==> src/rtl/uart_pkg.sv <==
// Shared UART definitions: data width, byte type and receive-buffer defaults.
package uart_pkg;

  localparam int unsigned UART_DATA_W            = 8;
  localparam int unsigned UART_RX_FIFO_DEPTH     = 16;
  localparam int unsigned UART_RX_TIMEOUT_CYCLES = 1024;

  typedef logic [UART_DATA_W-1:0] uart_byte_t;

endpackage

==> src/rtl/uart_fifo_mem.sv <==
// DEPTH x byte storage: registered write port, asynchronous read for fall-through.
module uart_fifo_mem
  import uart_pkg::*;
#(
  parameter int unsigned DEPTH = UART_RX_FIFO_DEPTH,
  parameter int unsigned AW    = $clog2(DEPTH)
) (
  input  logic          clk,
  input  logic          we,
  input  logic [AW-1:0] waddr,
  input  uart_byte_t    wdata,
  input  logic [AW-1:0] raddr,
  output uart_byte_t    rdata
);

  uart_byte_t mem_q [DEPTH];

  always_ff @(posedge clk) begin
    if (we) begin
      mem_q[waddr] <= wdata;
    end
  end

  assign rdata = mem_q[raddr];

endmodule

==> src/rtl/uart_rx_fifo.sv <==
// UART receive FIFO: edge-detected push, valid/ready pop, sticky overflow, occupancy.
// Optional idle-data timeout enabled by defining UART_RX_TIMEOUT_EN.
module uart_rx_fifo
  import uart_pkg::*;
#(
  parameter int unsigned DEPTH          = UART_RX_FIFO_DEPTH,
  parameter int unsigned TIMEOUT_CYCLES = UART_RX_TIMEOUT_CYCLES
) (
  input  logic                     clk,
  input  logic                     reset,
  input  logic                     i_Rx_Done,
  input  logic [7:0]               i_Rx_Byte,
  output logic                     o_Rd_Valid,
  input  logic                     i_Rd_Ready,
  output logic [7:0]               o_Rd_Byte,
  output logic [$clog2(DEPTH):0]   o_Count,
  output logic                     o_Full,
  output logic                     o_Empty,
  output logic                     o_Overflow,
  input  logic                     i_Ovf_Clr,
  output logic                     o_Timeout
);

  localparam int unsigned AW = $clog2(DEPTH);
  localparam int unsigned CW = AW + 1;

  logic          done_q;
  logic [AW-1:0] wr_ptr_q, rd_ptr_q;
  logic [CW-1:0] count_q, count_d;
  logic          ovf_q;
  logic          push_req, push, pop, drop;
  uart_byte_t    rdata;

  assign o_Empty    = (count_q == '0);
  assign o_Full     = (count_q == CW'(DEPTH));
  assign o_Count    = count_q;
  assign o_Rd_Valid = !o_Empty;
  assign o_Overflow = ovf_q;
  assign o_Rd_Byte  = o_Empty ? '0 : rdata;

  // A full FIFO still accepts a push when the head is popped in the same cycle.
  assign push_req = i_Rx_Done && !done_q;
  assign pop      = o_Rd_Valid && i_Rd_Ready;
  assign push     = push_req && (!o_Full || pop);
  assign drop     = push_req && o_Full && !pop;

  always_comb begin
    count_d = count_q;
    case ({push, pop})
      2'b10:   count_d = count_q + 1'b1;
      2'b01:   count_d = count_q - 1'b1;
      default: count_d = count_q;
    endcase
  end

  always_ff @(posedge clk) begin
    if (reset) begin
      done_q   <= 1'b1;
      wr_ptr_q <= '0;
      rd_ptr_q <= '0;
      count_q  <= '0;
      ovf_q    <= 1'b0;
    end else begin
      done_q  <= i_Rx_Done;
      count_q <= count_d;
      if (push) wr_ptr_q <= wr_ptr_q + 1'b1;
      if (pop)  rd_ptr_q <= rd_ptr_q + 1'b1;
      if (drop)           ovf_q <= 1'b1;
      else if (i_Ovf_Clr) ovf_q <= 1'b0;
    end
  end

  uart_fifo_mem #(
    .DEPTH (DEPTH),
    .AW    (AW)
  ) u_mem (
    .clk   (clk),
    .we    (push),
    .waddr (wr_ptr_q),
    .wdata (i_Rx_Byte),
    .raddr (rd_ptr_q),
    .rdata (rdata)
  );

`ifdef UART_RX_TIMEOUT_EN
  localparam int unsigned TW = $clog2(TIMEOUT_CYCLES + 1);

  logic [TW-1:0] idle_q, idle_d;

  always_comb begin
    idle_d = idle_q;
    if (push || o_Empty) begin
      idle_d = '0;
    end else if (idle_q != TW'(TIMEOUT_CYCLES)) begin
      idle_d = idle_q + 1'b1;
    end
  end

  always_ff @(posedge clk) begin
    if (reset) idle_q <= '0;
    else       idle_q <= idle_d;
  end

  assign o_Timeout = (idle_q == TW'(TIMEOUT_CYCLES)) && !o_Empty;
`else
  logic unused_timeout_cfg;
  assign unused_timeout_cfg = (TIMEOUT_CYCLES > 0);
  assign o_Timeout          = 1'b0;
`endif

endmodule

==> config.mk <==
export PLATFORM = sky130hd
export DESIGN_NAME = uart_rx_fifo
export DESIGN_NICKNAME = d
export VERILOG_FILES = /design/src/rtl/uart_pkg.sv /design/src/rtl/uart_fifo_mem.sv /design/src/rtl/uart_rx_fifo.sv
export SDC_FILE = /design/constraint.sdc
export NUM_CORES = 1
export LEC_CHECK = 0
export ABC_AREA = 1
export CAP_MARGIN = 20
export CORE_MARGIN = 1
export CORE_UTILIZATION = 45
export DETAILED_ROUTE_END_ITERATION = 8
export PLACE_DENSITY = 0.68
export REMOVE_ABC_BUFFERS = 1
export SYNTH_ARGS = -nofsm -noshare
export SYNTH_HDL_FRONTEND = slang
export SYNTH_HIERARCHICAL = 1
export SYNTH_SLANG_ARGS = --single-unit
==> constraint.sdc <==
create_clock -name clk -period 2.2 [get_ports clk]
set_input_delay 0.44 -clock clk [delete_from_list [all_inputs] [get_ports clk]]
set_output_delay 0.44 -clock clk [all_outputs]
set_load 0.02 [all_outputs]
Word-level counts from Yosys, hierarchy flattened
Memory sizes are Yosys's and may differ from the RTL's. A register that Yosys moved wholly into a read port is not among the register bits.
Cells that the tools add are included.
- register bits: 15
- memory bits (writable): 128
- bits of input ports: 13
- output and inout bits: 18
- word-level logic and storage cells: 34
- memories kept: 1
- memories (memory ; depth ; width ; read ports ; clocked after memory_dff ; wr ports ; line ; source):
    u_mem.mem_q ; 16 ; 8 ; 1 ; 1 ; 1 ; uart_fifo_mem.sv:16 ; uart_byte_t mem_q [DEPTH];
- $add $sub $neg: 4
- equal/unequal tests: 3
- mux-type cells: 8
- reductions and logical operators: 13
- operators with widths (kind ; count):
    5-bit case mux with 2 select lines ; 1
    4-bit by 1-bit adder with 4-bit output, second input constant ; 2
    4-bit 2-to-1 mux ; 2
    8-bit 2-to-1 mux ; 1
    5-bit by 1-bit adder with 5-bit output, second input constant ; 1
    5-bit == test, second input constant ; 1
    1-bit logical AND ; 5
    5-bit logical NOT ; 1
    5-bit by 1-bit subtractor with 5-bit output, second input constant ; 1
    1-bit logical NOT ; 4
    1-bit 2-to-1 mux ; 4
    2-bit nonzero test ; 2
    2-bit by 1-bit == test with 1-bit output, second input constant ; 1
    2-bit == test, second input constant ; 1
    1-bit logical OR ; 1

Depth between registers and ports, before layout
Gate-level depths: netlist of the first run.
- depth in word-level cells: 7
- gate-level depth with buffers: 15
- depth with buffers taken out: 14

Cells and area by module
Netlist of the first run, hierarchy kept.
- by module, submodules not included (module ; instances ; cells an instance ; area each (sq um) ; sequential area each (sq um)):
    uart_fifo_mem ; 1 ; 543 ; 5606.6 ; 3843.7
    uart_rx_fifo ; 1 ; 140 ; 937.1 ; 300.3

Worst setup path after synthesis of the first run
OpenSTA, ideal clock, no wires.
- kind: input to register
- from: in i_Rx_Done
- to: mem u_mem/mem_q[12][0] in the netlist's numbering (enable)
- library setup time: 0.370 ns
- arrival time: 1.564 ns
- required time: 1.830 ns
- path slack: 0.266 ns
- cell stages on the path: 6
- buffers on the path: 1
- cells stage by stage: inv_1 or2_1 buf_6 a21oi_4 nand3_1 nor2_1
- cells in the longest elaborated chain, start to end: 4
- RTL lines (what ; line ; source):
    start: declaration ; uart_rx_fifo.sv:11 ; input logic i_Rx_Done,
    1-bit logical AND ; uart_rx_fifo.sv:42 ; assign push_req = i_Rx_Done && !done_q;
    1-bit logical AND ; uart_rx_fifo.sv:44 ; assign push = push_req && (!o_Full || pop);
    net push ; uart_rx_fifo.sv:31 ; logic push_req, push, pop, drop;
    1-bit 2-to-1 mux ; uart_fifo_mem.sv:19 ; if (we) begin
    1-bit 2-to-1 mux (not written as such) ; uart_fifo_mem.sv:20 ; mem_q[waddr] <= wdata;
    end: declaration ; uart_fifo_mem.sv:16 ;
The timed path passes the listed nets, and every way through them passes these cells.

==> results.tsv, run 1 <==
stage	metric	value	unit
power_and_ir_drop	ir_drop	0.00114	V
synth	synth_compound_area_share	1.95	%
job	drv_cap	0	
clock_tree	cts_buffer_depth	2	
sta	slew_headroom	52.6	%
power_and_ir_drop	p_int	6.93	mW
worst_hold_path	min_path_type	flip-flop to flip-flop	
synth	synth_largest_area_cell	edfxtp_1	
drt	routed_via_density	5.14	
synth	muxShareOfSynthArea	0	%
synth	synth_edf_count	128	
global_route	grt_max_degree	20	
floorplan	die_w	123	um
clock_tree	clockRootBuffer	clkbuf_16	
layout	post_route_cells_drive_above_1_share	27.9	%
worst_setup_path	crit_path_end_kind	output pin	
global_route	grt_pass1_wl	24500	um
synth	yosys_warnings	6	
power_and_ir_drop	power_per_cell_area	1230	nW/um^2
place	dp_worst_setup_slack	-164	ps
floorplan	boundaryPins	31	
sta	final_max_slew_viol_count	0	
power_and_ir_drop	p_seq_share	29.0	%
place	port_buffers	29	
worst_setup_path	critical_path_class	flip-flop to output pin	
power_and_ir_drop	leakage	3.79	nW
drt	drt_first_pass_iters	7	
worst_setup_path	cp_max_fo	8	
worst_setup_path	arrival	1930	ps
worst_setup_path	startpoint_type	flip-flop	
layout	final_core_utilization	62.1	%
place	gp_congestion	0.823	
global_route	grt_pass1_vias	4661	
sta	setup_viol	8	
drt	drcViolationCount	0	
synth	synthSimpleGateAreaFrac	23.2	%
power_and_ir_drop	clockPowerShare	26.0	%
synth	ys_seq_elements	143	
floorplan	start_util	46.6	%
sta	max_clock_freq	422	MHz
sta	tns	-913	ps
sta	rsz0062_at_grt	yes	
synth	ys_async_sr_fraction	0	%
floorplan	row_count	43	
clock_tree	clk_pin_slew	50	ps
layout	stdcell_area	8720	um^2
synth	synthAdderAreaFrac	0.574	%
clock_tree	htree_num_levels	4	
place	placed_cell_area	7250	um^2
sta	layout_setup_ws	-169	ps
layout	multi_input_area	2110	um^2
synth	yosysMostFrequentCell	nand2_1	
synth	synthTopCellsByCount	198 x nand2_1, 129 x inv_1, 128 x edfxtp_1	
synth	ys_types	29	
outcome	outcome	complete, but fails checks	
synth	synth_top_area_share	58.7	%
floorplan	die_h	123	um
global_route	grt_overflow	0	
sta	finalCritPeriodShare	108	%
synth	synth_top_family_by_area	simple AND/OR/NAND/NOR gates	
clock_tree	hold_buffers	0	
synth	syn_inst	683	
synth	syn-cell-area	6540	um^2
layout	fillers	1081	
drt	vias	4927	
synth	avgSynthCellArea	9.58	um^2
global_route	track_usage	22.5	%
drt	dr.first_iter.drc_count	575	
floorplan	die-area	15000	um^2
drt	wl_per_cell	17.5	um
synth	synth_area_leaders	edfxtp_1 59%, nand2_1 11%, nand3_1 8.0%	
clock_tree	cts.sink_count	143	
layout	ff_latch_area	4150	um^2
synth	synth-main-ff-cell	edfxtp_1	
power_and_ir_drop	p_sw	3.82	mW
sta	skew	3.99	ps
power_and_ir_drop	comb_power_share	45.0	%
clock_tree	cts_tree	yes	
synth	synth_xor_area_share	0.268	%
outcome	violations	negative setup slack	
power_and_ir_drop	p_sw_share	35.5	%
clock_tree	insertion_delay	420	ps
drt	antenna_left	0	
place	dp_hpwl	9420	um
sta	tightest_slew	709	ps
drt	drt_wl_total	16800	um
sta	min_period	2370	ps
sta	holdWs	472	ps
layout	diodes	0	
layout	finalNetCount	783	
worst_setup_path	cp_data_required_time	1760	ps
floorplan	fp.coreArea	14000	um^2
clock_tree	cts_made_buffers	17	
global_route	antenna_found_initial	0	
layout	area_growth	33.3	%
synth	ys_seq_area_share	63.3	%
sta	hold_viol_final	0	
## critical path, stage by stage, from the launching register on
cell,delay [ps]
dfxtp_4,390
buf_12,160
clkinv_16,80
clkbuf_16,170
nand2_1,80
nand3_2,100
nand3_2,100
nand3_2,100
nand2_2,80
nand2_2,70
inv_2,60
buf_6,110
## cells in the final DEF, fill, tap and decap left out, types with 2 or more instances in the layout
master,netlist,routed
nand2_1,198,164
edfxtp_1,128,128
inv_1,129,121
nand3_2,2,59
nand3_1,105,47
buf_4,5,39
nand2_2,5,36
nor2_1,28,28
clkbuf_16,0,19
clkdlybuf4s50_1,0,19
dfxtp_1,15,14
buf_6,7,11
buf_12,0,11
inv_2,4,10
o21ai_0,9,9
a21oi_1,8,8
buf_16,0,7
clkinv_2,0,4
clkinvlp_4,0,4
nand4_1,3,3
nand3b_1,3,3
ha_1,3,3
bufinv_16,0,3
nand2_4,0,3
nor2_2,3,2
or2_1,2,2
nand3_4,1,2
xor2_1,2,2
o211ai_1,2,2
clkinv_1,0,2
## what timing repair did
item | in CTS | in global routing
endpoints found under the setup margin | 11 | 9
pin swaps | 25 | 31
endpoints found under the hold margin | 0 | 0
resized for setup | 90 | 88
buffers inserted | 9 | 1
cloned | 8 | 3
## worst paths after layout
kind               start            to  slack (ps)  depth (start not counted)
min           o_Overflow    o_Overflow         470                          2
max reg2reg   o_Count[2]    o_Count[2]         220                         15
min reg2reg   o_Overflow    o_Overflow         470                          2
max          rd_ptr_q[0]  o_Rd_Byte[5]        -170                         11
## power by group through the flow
stage	Sequential (mW)	Clock, mW	Combinational, mW
6_report	3.12	2.80	4.83
5_1_grt	3.12	2.93	5.15
4_1_cts	3.11	2.83	4.20
3_5_place_dp	3.15	0	3.32
3_3_place_gp	3.15	0	3.30
2_1_floorplan	3.36	0	1.70
## flip-flops by register name (all words and copies together) (netlist names)
name and cells:
u_mem/mem_q 128, done_q 1, wr_ptr_q 4, o_Count 5, rd_ptr_q 4, o_Overflow 1
## cells by family (layout without fill, tap and decap cells)
| kind of cell | Yosys count | in the layout |
|---|---|---|
| AOI/OAI and AO/OA | 22 | 22 |
| xor gates and xnor gates | 2 | 2 |
| adders and majority gates | 3 | 3 |
| buffers and inverters | 161 | 256 |
| DFF | 143 | 143 |
| other | 1 | 1 |
| and+or+nand+nor | 351 | 351 |
## metal layers
| layer | GRT usage (%) | wire length [um] |
|---|---|---|
| met1 | 29.1 | 7030 |
| met3 | 4.79 | 1050 |
| met2 | 35.9 | 8310 |
| met5 | 0 | 0 |
| met4 | 11.1 | 403 |
## stage by stage
step / instances / total power [mW]
6_report: 958 / 10.7
5_1_grt: 958 / 11.2
4_1_cts: 954 / 10.1
3_5_place_dp: 907 / 6.48
3_3_place_gp: 907 / 6.45
2_1_floorplan: 655 / 5.06
## area by class of cell
type	count	area share, %
Timing Repair inverter	1	0.129
Inverter	133	6.07
Clock inverter	13	1.71
Tap cell	180	2.58
Multi-Input combinational cell	379	24.2
Clock buffer	17	4.88
Sequential cell	143	47.6
Timing Repair Buffer	92	12.9
Note: power is estimated with default switching activity, not from simulation.
==> run 2, diff against run 1 <==
- DONT_BUFFER_PORTS: unset -> 1
- GPL_ROUTABILITY_DRIVEN: unset -> 1
- PLACE_DENSITY: 0.68 -> 0.66
==> results.tsv, run 2 (synthesis results as in run 1) <==
stage	metric	value	unit	change
sta	skew	9.59	ps	was 3.99 ps
layout	area_growth	21.8	%	was 33.3%
sta	holdWs	82.2	ps	was 472 ps
clock_tree	clockRootBuffer	clkbuf_16		unchanged
global_route	grt_pass1_vias	4621		was 4661
clock_tree	htree_num_levels	4		unchanged
job	drv_cap	0		unchanged
power_and_ir_drop	p_sw_share	37.1	%	was 35.5%
clock_tree	insertion_delay	420	ps	about the same
power_and_ir_drop	p_sw	3.59	mW	was 3.82 mW
floorplan	start_util	46.6	%	unchanged
drt	wl_per_cell	18.2	um	was 17.5 um
outcome	violations	negative setup slack		unchanged
clock_tree	cts.sink_count	143		unchanged
global_route	grt_pass1_wl	24200	um	was 24500 um
place	gp_congestion	0.912		was 0.823
worst_setup_path	critical_path_class	flip-flop to output pin		unchanged
power_and_ir_drop	leakage	3.41	nW	was 3.79 nW
clock_tree	cts_made_buffers	17		unchanged
layout	largest_register_ffs	128		unchanged
layout	layout_commonest_cell	nand2_1		unchanged
worst_hold_path	min_path_type	input pin to flip-flop		was flip-flop to flip-flop
worst_setup_path	arrival	1790	ps	was 1930 ps
floorplan	die_h	123	um	unchanged
sta	setup_viol	5		was 8
layout	finalNetCount	730		was 783
layout	diodes	0		unchanged
clock_tree	cts_tree	yes		unchanged
layout	post_route_cells_drive_above_1_share	20.5	%	was 27.9%
sta	layout_setup_ws	-26.6	ps	was -169 ps
layout	fin_cells	907		was 958
drt	dr.first_iter.drc_count	459		was 575
drt	vias	4741		was 4927
place	port_buffers	0		was 29
place	dp_hpwl	9180	um	was 9420 um
sta	min_period	2230	ps	was 2370 ps
worst_setup_path	cp_data_required_time	1760	ps	about the same
outcome	outcome	complete, but fails checks		unchanged
place	placed_cells	862		was 907
worst_setup_path	crit_chain	clkinv_8, buf_16, nand2_1, nand3_1, nand3_1, nand3_2, nand2_1, nand2_2, inv_4		was buf_12, clkinv_16, clkbuf_16, nand2_1, nand3_2, nand3_2, nand3_2, nand2_2, nand2_2, inv_2, buf_6
drt	drcViolationCount	0		unchanged
floorplan	boundaryPins	31		unchanged
drt	routed_via_density	5.23		was 5.14
power_and_ir_drop	power_per_cell_area	1210	nW/um^2	was 1230 nW/um^2
layout	fillers	1156		was 1081
worst_setup_path	startpoint_type	flip-flop		unchanged
sta	finalCritPeriodShare	101	%	was 108%
drt	drt_first_pass_iters	7		unchanged
power_and_ir_drop	clockPowerShare	30.4	%	was 26.0%
drt	antenna_left	0		unchanged
global_route	grt_overflow	0		unchanged
floorplan	die-area	15000	um^2	unchanged
clock_tree	clk_pin_slew	60	ps	was 50 ps
sta	rsz0062_at_grt	yes		unchanged
worst_setup_path	crit_path_end_kind	output pin		unchanged
clock_tree	hold_buffers	0		unchanged
layout	top_register	u_mem/mem_q		unchanged
global_route	antenna_found_initial	0		unchanged
sta	max_clock_freq	449	MHz	was 422 MHz
worst_setup_path	cp_max_fo	16		was 8
floorplan	die_w	123	um	unchanged
power_and_ir_drop	ir_drop	0.000804	V	was 0.00114 V
floorplan	fp.coreArea	14000	um^2	unchanged
drt	drt_wl_total	16600	um	was 16800 um
worst_setup_path	slowest_stage	dfxtp_4		unchanged
clock_tree	cts_buffer_depth	2		unchanged
sta	final_max_slew_viol_count	0		unchanged
power_and_ir_drop	p_seq_share	32.5	%	was 29.0%
worst_setup_path	slowest_delay	420	ps	was 390 ps
floorplan	row_count	43		unchanged
power_and_ir_drop	p_int	6.08	mW	was 6.93 mW
sta	hold_viol_final	0		unchanged
power_and_ir_drop	comb_power_share	37.1	%	was 45.0%
global_route	grt_max_degree	35		was 20
global_route	track_usage	22.5	%	about the same
layout	layout_common_cells	191 x nand2_1, 128 x edfxtp_1, 120 x inv_1		was 164 x nand2_1, 128 x edfxtp_1, 121 x inv_1
==> run 2: cell count changes in the layout (fill, tap and decap cells not counted), sizes merged <==
cell	previous run	this run
clkinv	8	7
inv	132	134
buf	68	37
bufbuf	1	0
clkbuf	19	20
clkdlybuf4s50	19	0
dlymetal6s2s	1	0
dlygate4sd2	1	0
==> run 2: final timing paths <==
| path | cells past startpoint | slack (ps) | startpoint | end |
|---|---|---|---|---|
| worst max register to register | 7 | 240 | o_Count[3] | u_mem/mem_q[6][6] |
| worst min register to register | 1 | 550 | wr_ptr_q[0] | wr_ptr_q[0] |
| worst max-delay path | 9 | -30 | rd_ptr_q[0] | o_Rd_Byte[3] |
| worst min-delay path | 1 | 80 | reset | o_Overflow |
==> run 2: stage by stage <==
stage               power [mW]  worst slack (ps)  area, um^2  utilization (%)  TNS (ps)
floorplan                 5.06              -975        6350                -     -7750
finish                    9.67             -26.6        7970             56.8     -85.0
global route              10.1             -99.2        7970             56.8      -657
detailed placement        5.83               155        6820             48.5         0
global placement          5.80               223        6820             48.5         0
CTS                       9.19              2.32        7650             54.5         0
==> run 2: area by class of cell <==
cell class	count	area [um^2]	area share, %
Tap cell	180	225	2.82
Clock inverter	15	186	2.34
Multi-Input combinational cell	379	1960	24.6
Clock buffer	17	425	5.34
Inverter	133	526	6.59
Timing Repair Buffer	40	502	6.29
Sequential cell	143	4150	52.0
==> run 2: repair_timing <==
action	CTS	global route
buffers inserted	1	3
pin swaps	14	16
gates cloned	4	5
endpoints found under the setup margin	8	9
gates resized for setup	39	40
==> run 2: power by group through the flow <==
| stage | Sequential, mW | Clock, mW | Combinational [mW] |
|---|---|---|---|
| final | 3.14 | 2.94 | 3.59 |
| after global routing | 3.15 | 3.06 | 3.88 |
| after CTS | 3.12 | 2.95 | 3.12 |
| after detailed placement | 3.16 | 0 | 2.67 |
| after global placement | 3.16 | 0 | 2.64 |
| after floorplan | 3.36 | 0 | 1.70 |
==> run 2: per-layer routing <==
layer	GRT usage, %	up-vias	share of wire [%]
li1	-	2251	-
met5	0	-	0
met3	5.39	32	7.4
met1	29.2	2259	42
met2	35.6	199	49
met4	10.4	0	2.2
==> run 2: worst max-delay path: cells and delay by family, from the launching register on <==
family	cells	cell delay (ps)
buffers and inverters	3	370
flip-flops	1	420
AND/OR/NAND/NOR	6	560
